File: src/rtl/matmul_index_downseq_if.sv
// Index-tuple stream between the down-counting matmul index sequencer and
// its consumer (typically a MAC datapath).
//   idx_valid : tuple on row/col/kk is offered
//   idx_ready : consumer accepts the offered tuple
//   row/col/kk: current index tuple, W bits each
//   first_k   : tuple is the first of an inner-product run (accumulator clear)
//   last_k    : tuple is the last of an inner-product run (accumulator write-back)
// master = sequencer side, slave = consumer side.
interface matmul_index_downseq_if #(
    parameter int W = 4
);
    logic         idx_valid;
    logic         idx_ready;
    logic [W-1:0] row;
    logic [W-1:0] col;
    logic [W-1:0] kk;
    logic         first_k;
    logic         last_k;

    modport master (
        output idx_valid,
        output row,
        output col,
        output kk,
        output first_k,
        output last_k,
        input  idx_ready
    );

    modport slave (
        input  idx_valid,
        input  row,
        input  col,
        input  kk,
        input  first_k,
        input  last_k,
        output idx_ready
    );
endinterface

File: src/rtl/matmul_index_downseq.sv
// Descending (row, col, kk) index sequencer for a matrix multiply, kk innermost.
// On start the limits are latched and the sweep runs from (m_lim,n_lim,k_lim)
// down to (0,0,0), advancing one tuple per valid/ready beat.
// Ports:
//   clk      : clock, rising edge
//   clr_n    : synchronous active-low reset
//   start    : request a sweep (honoured only when idle)
//   m_lim, n_lim, k_lim : highest row / col / inner index (dimension - 1)
//   busy     : high while a sweep is running or completing
//   done     : one-cycle pulse after the final beat
//   ix       : index-tuple stream (master side)
// All outputs come straight from flops; each flag is computed from the
// next-state values so it lines up with the registered tuple.
module matmul_index_downseq #(
    parameter int W = 4
) (
    input  logic                  clk,
    input  logic                  clr_n,
    input  logic                  start,
    input  logic [W-1:0]          m_lim,
    input  logic [W-1:0]          n_lim,
    input  logic [W-1:0]          k_lim,
    output logic                  busy,
    output logic                  done,
    matmul_index_downseq_if.master ix
);

    typedef enum logic [1:0] {
        st_idle = 2'd0,
        st_run  = 2'd1,
        st_done = 2'd2
    } state_t;

    localparam logic [W-1:0] idx_zero = {W{1'b0}};
    localparam logic [W-1:0] idx_one  = {{(W-1){1'b0}}, 1'b1};

    state_t       state_r, state_s;
    logic [W-1:0] row_r, row_s;
    logic [W-1:0] col_r, col_s;
    logic [W-1:0] kk_r, kk_s;
    logic [W-1:0] mlim_r, mlim_s;
    logic [W-1:0] nlim_r, nlim_s;
    logic [W-1:0] klim_r, klim_s;
    logic         valid_r, valid_s;
    logic         first_r, first_s;
    logic         last_r, last_s;
    logic         busy_s;
    logic         done_s;

    // Next-state, index counting and next-output-flag computation.
    always_comb begin
        state_s = state_r;
        row_s   = row_r;
        col_s   = col_r;
        kk_s    = kk_r;
        mlim_s  = mlim_r;
        nlim_s  = nlim_r;
        klim_s  = klim_r;
        unique case (state_r)
            st_idle: begin
                if (start) begin
                    mlim_s  = m_lim;
                    nlim_s  = n_lim;
                    klim_s  = k_lim;
                    row_s   = m_lim;
                    col_s   = n_lim;
                    kk_s    = k_lim;
                    state_s = st_run;
                end else begin
                    state_s = st_idle;
                end
            end
            st_run: begin
                // idx_valid is always high in RUN, so ready alone marks a beat.
                if (ix.idx_ready) begin
                    if ((row_r == idx_zero) && (col_r == idx_zero) && (kk_r == idx_zero)) begin
                        // Final beat: indices stay at (0,0,0) for the idle hold.
                        state_s = st_done;
                    end else if (kk_r != idx_zero) begin
                        kk_s = kk_r - idx_one;
                    end else if (col_r != idx_zero) begin
                        kk_s  = klim_r;
                        col_s = col_r - idx_one;
                    end else begin
                        // row_r cannot be zero here: that case is the final beat.
                        kk_s  = klim_r;
                        col_s = nlim_r;
                        row_s = row_r - idx_one;
                    end
                end else begin
                    state_s = st_run;
                end
            end
            st_done: begin
                state_s = st_idle;
            end
            default: begin
                state_s = st_idle;
            end
        endcase
        valid_s = (state_s == st_run);
        first_s = valid_s && (kk_s == klim_s);
        last_s  = valid_s && (kk_s == idx_zero);
        busy_s  = (state_s != st_idle);
        done_s  = (state_s == st_done);
    end

    // State, index, latched-limit and output flag registers.
    always_ff @(posedge clk) begin
        if (!clr_n) begin
            state_r <= st_idle;
            row_r   <= idx_zero;
            col_r   <= idx_zero;
            kk_r    <= idx_zero;
            mlim_r  <= idx_zero;
            nlim_r  <= idx_zero;
            klim_r  <= idx_zero;
            valid_r <= 1'b0;
            first_r <= 1'b0;
            last_r  <= 1'b0;
            busy    <= 1'b0;
            done    <= 1'b0;
        end else begin
            state_r <= state_s;
            row_r   <= row_s;
            col_r   <= col_s;
            kk_r    <= kk_s;
            mlim_r  <= mlim_s;
            nlim_r  <= nlim_s;
            klim_r  <= klim_s;
            valid_r <= valid_s;
            first_r <= first_s;
            last_r  <= last_s;
            busy    <= busy_s;
            done    <= done_s;
        end
    end

    assign ix.idx_valid = valid_r;
    assign ix.row       = row_r;
    assign ix.col       = col_r;
    assign ix.kk        = kk_r;
    assign ix.first_k   = first_r;
    assign ix.last_k    = last_r;

    // mlim_r is kept for completeness of the latched limit set; row only
    // ever counts down from its load value so it is not read back.
    logic unused_mlim_s;
    assign unused_mlim_s = ^mlim_r;

endmodule

File: src/flat_wrapper.sv
// flat-port wrapper written by rule: the top's interface ports become plain ports
module matmul_index_downseq_flat 
#(
    parameter int W = 4
)
  (clk, clr_n, start, m_lim, n_lim, k_lim, busy, done, ix_idx_valid, ix_row, ix_col, ix_kk, ix_first_k, ix_last_k, ix_idx_ready);
  matmul_index_downseq_if #(.W(W)) ix_i ();
  input  logic clk;
  input  logic clr_n;
  input  logic start;
  input  logic [W-1:0] m_lim;
  input  logic [W-1:0] n_lim;
  input  logic [W-1:0] k_lim;
  output logic busy;
  output logic done;
  output wire logic [$bits(ix_i.idx_valid)-1:0] ix_idx_valid;
  output wire logic [$bits(ix_i.row)-1:0] ix_row;
  output wire logic [$bits(ix_i.col)-1:0] ix_col;
  output wire logic [$bits(ix_i.kk)-1:0] ix_kk;
  output wire logic [$bits(ix_i.first_k)-1:0] ix_first_k;
  output wire logic [$bits(ix_i.last_k)-1:0] ix_last_k;
  input wire logic [$bits(ix_i.idx_ready)-1:0] ix_idx_ready;
  assign ix_idx_valid = ix_i.idx_valid;
  assign ix_row = ix_i.row;
  assign ix_col = ix_i.col;
  assign ix_kk = ix_i.kk;
  assign ix_first_k = ix_i.first_k;
  assign ix_last_k = ix_i.last_k;
  assign ix_i.idx_ready = ix_idx_ready;
  matmul_index_downseq #(.W(W)) u_core (.clk(clk), .clr_n(clr_n), .start(start), .m_lim(m_lim), .n_lim(n_lim), .k_lim(k_lim), .busy(busy), .done(done), .ix(ix_i));
endmodule
File: config.mk
export PLATFORM = sky130hd
export DESIGN_NAME = matmul_index_downseq_flat
export DESIGN_NICKNAME = d
export VERILOG_FILES = /design/src/rtl/matmul_index_downseq_if.sv /design/src/rtl/matmul_index_downseq.sv /design/src/flat_wrapper.sv
export SDC_FILE = /design/constraint.sdc
export NUM_CORES = 1
export LEC_CHECK = 0
export CAP_MARGIN = 20
export CORE_MARGIN = 5
export CORE_UTILIZATION = 30
export CTS_BUF_LIST = sky130_fd_sc_hd__clkbuf_16
export CTS_CLUSTER_SIZE = 24
export DETAILED_ROUTE_END_ITERATION = 7
export GPL_TIMING_DRIVEN = 0
export HOLD_SLACK_MARGIN = 0.1
export PLACE_DENSITY = 0.54
export SLEW_MARGIN = 40
export SYNTH_ARGS = -nofsm -noshare
export SYNTH_HDL_FRONTEND = slang
export SYNTH_SLANG_ARGS = --single-unit
File: constraint.sdc
create_clock -name clk -period 5.7 [get_ports clk]
set_input_delay 1.71 -clock clk [delete_from_list [all_inputs] [get_ports clk]]
set_output_delay 1.71 -clock clk [all_outputs]
set_load 0.01 [all_outputs]
==> results.json <==
{
  "synth_xor_xnor_area_share": 0.0111,
  "critPathBufInv": 2,
  "worstReg2RegStart": "u_core.ix.kk[0]",
  "die_y_um": 82.7,
  "ios": 33,
  "postSynthAreaPerCell_um2": 8.38,
  "relSlewSlack": 0.631,
  "max_cap_viol_count": 0,
  "p_leak_nw": 0.788,
  "place.gp.congestion": 0.820,
  "coreArea_um2": 5110,
  "power.total_uw": 623,
  "path_delay_family": "buffers and inverters",
  "cts_buffer_depth": 2,
  "clock.fmax_mhz": 279,
  "cts_repair_resize_count": 0,
  "synth_area_um2": 1580,
  "synthToLayoutAreaGrowth_pct": 30.1,
  "port_buffers": 31,
  "postLayoutCoreUtil": 0.403,
  "critPathLaunch": "start",
  "synthAdderAreaFrac": 0.0395,
  "grt_pass1_vias": 1504,
  "slowest_stage": "clkdlybuf4s50_1",
  "antenna_found_initial": 0,
  "tightest_slew_ps": 554,
  "yosys.area_share.simple": 0.239,
  "slowest_delay_ps": 630,
  "clk_latency_ps": 260,
  "hold_start": "u_core.nlim_r[1]",
  "n_antenna_cell": 0,
  "grt_setup_unrepaired": "no",
  "cts.sinks": 27,
  "avgRoutedWirePerCell_um": 14.9,
  "grt_remaining_overflow": 0,
  "synthDistinctLibCells": 46,
  "drt-vias-per-instance": 5.30,
  "final.setup.tns_ps": 0,
  "synth_edf_count": 0,
  "synth_compound_area_frac": 0.277,
  "h-tree-depth": 1,
  "grt_max_degree": 15,
  "worstPathRequired_ps": 5850,
  "dieArea_um2": 6830,
  "synth_flop_cell": "dfxtp_1",
  "drv_slew": 0,
  "synth_top_family_by_area": "compound AO/OA/AOI/OAI gates",
  "ant_nets": 0,
  "post-route-period-util": 0.629,
  "hp-class": "reg -> reg",
  "status": "completed",
  "vias": 1558,
  "final_cell_mix": "clkdlybuf4s50_1 (31), dfxtp_1 (27), nand2_1 (15), nor2_1 (14)",
  "crit_fanout": 8,
  "rows": 26,
  "synth.mux.area_fraction": 0.0387,
  "grt_use_total": 0.137,
  "async_reset_ff_frac": 0,
  "grt_pass1_wl_mm": 7.22,
  "power_density_nw_per_um2": 302,
  "yosys_register_bits": 27,
  "synthesis.instances": 189,
  "crit_path_cell_trace": "clkdlybuf4s50_1, nor2b_1, nand2b_1, clkbuf_1, a41oi_1, o211ai_1, nor4_1",
  "routed_wl_mm": 4.39,
  "cp_data_arrival_time_ps": 3740,
  "skew_ps": 3.03,
  "drt-initial-drc-count": 92,
  "setup_viol": 0,
  "hold_viol_final": 0,
  "cts.hold.buffers_added": 0,
  "drt_drc_violations_left": 0,
  "cts_setup_buffers": 0,
  "nets": 246,
  "die_w_um": 82.7,
  "cts_tree": "built",
  "cts_inserted_buffers": 3,
  "root_buffer": "clkbuf_16",
  "syn_nets": 210,
  "firstDrtPassIters": 4,
  "clk_pin_slew_worst_paths_ps": 70,
  "startpoint_type": "primary input",
  "start_util": 0.310,
  "ys_seq_area_frac": 0.341,
  "crit_type": "in -> reg",
  "irDropWorstVdd_mv": 0.170,
  "yosys_warnings": 0,
  "final_common_cell": "clkdlybuf4s50_1",
  "drive_above_1_share": 0.0670,
  "hpwlAfterDp_mm": 3.19,
  "min_period_ps": 3590,
  "end_kind": "register"
}
-- metal layers --
layer  track usage  share of wire  up-vias  wire, um
li1              -              -      757         -
met1         0.185           0.47      746      2060
met2         0.218           0.45       49      1960
met3        0.0271          0.067        6       292
met4        0.0441          0.016        0        70
met5             0              0        -         0
-- logic make-up (layout without fill, tap and decap cells) --
family / Yosys count / count (layout)
simple gates: 69 / 69
xor+xnor: 2 / 2
flops: 27 / 27
buf+inv: 20 / 55
compound gates: 60 / 60
mux: 6 / 6
fa+ha+maj: 5 / 5
-- synth_stat cells (all sizes together) (2+ instances only) --
| master | instances | area (um2) |
|---|---|---|
| a2bb2oi | 3 | 26.3 |
| a211oi | 3 | 22.5 |
| o21ai | 10 | 50.1 |
| nor3 | 5 | 36.3 |
| a21oi | 11 | 55.1 |
| o221a | 2 | 22.5 |
| and2 | 3 | 18.8 |
| a41oi | 2 | 17.5 |
| mux2i | 5 | 50.1 |
| a21boi | 5 | 37.5 |
| o211ai | 4 | 30.0 |
| xor2 | 2 | 17.5 |
| nand2b | 2 | 12.5 |
| a21o | 3 | 22.5 |
| or3b | 3 | 28.8 |
| clkbuf | 7 | 26.3 |
| a31oi | 4 | 25.0 |
| buf | 3 | 21.3 |
| nand3 | 4 | 20.0 |
| nand2 | 15 | 56.3 |
| o311ai | 2 | 17.5 |
| o31ai | 3 | 22.5 |
| nor4 | 3 | 18.8 |
| and3 | 3 | 18.8 |
| ha | 5 | 62.6 |
| inv | 10 | 37.5 |
| nor3b | 3 | 22.5 |
| o2bb2ai | 2 | 17.5 |
| nor2b | 10 | 62.6 |
| nor2 | 15 | 58.8 |
| dfxtp | 27 | 541 |
-- final cells by class --
type                            count  area (um2)
Clock inverter                      1        3.75
Inverter                           10        37.5
Buffer                             10        47.5
Clock buffer                        3        75.1
Timing Repair Buffer               31         310
Multi-Input combinational cell    142         958
Fill cell                         553        3050
Tap cell                           70        87.6
Sequential cell                    27         541
-- per-stage QoR --
stage | std cells | setup slack (ps) | cell area, um2 | hold WS, ps
2_1_floorplan | 189 | 2690 | 1580 | 441
3_3_place_gp | 290 | 1800 | 1980 | 454
3_5_place_dp | 290 | 1850 | 1980 | 463
4_1_cts | 294 | 2140 | 2060 | 473
5_1_grt | 294 | 1890 | 2060 | 497
6_report | 294 | 2110 | 2060 | 472
-- sequential cells by signal, summed over array words and instances (netlist names) --
signal / count
u_core.ix.idx_valid: 1
u_core.done: 1
u_core.busy: 1
u_core.nlim_r: 4
u_core.ix.kk: 4
u_core.ix.first_k: 1
u_core.state_r: 2
u_core.ix.last_k: 1
u_core.ix.col: 4
u_core.ix.row: 4
u_core.klim_r: 4
-- path summary, 6_finish.rpt --
kind	slack (ps)	endpoint	depth (start not counted)
setup / recovery	2110	u_core.ix.first_k	7
hold / removal	470	u_core.nlim_r[1]	2
setup reg to reg	3180	u_core.ix.first_k	8
hold reg to reg	470	u_core.nlim_r[1]	2
-- report_power, final --
group / total (mW) / switching, mW / internal, mW / leakage (nW)
sequential: 0.231 / 0.0226 / 0.209 / 0.222
combinational: 0.229 / 0.122 / 0.107 / 0.524
clock: 0.163 / 0.0686 / 0.0941 / 0.0423
total: 0.623 / 0.213 / 0.410 / 0.788
-- worst register-to-register path, cell delays in order (launching register included) --
cell and delay, ps:
dfxtp_1 400, inv_1 120, ha_1 260, or3b_4 450
nor3_4 390, nor2_2 90, a221oi_4 280, xor2_1 100
nor4_1 330
Power figures use the tool's default switching activity.
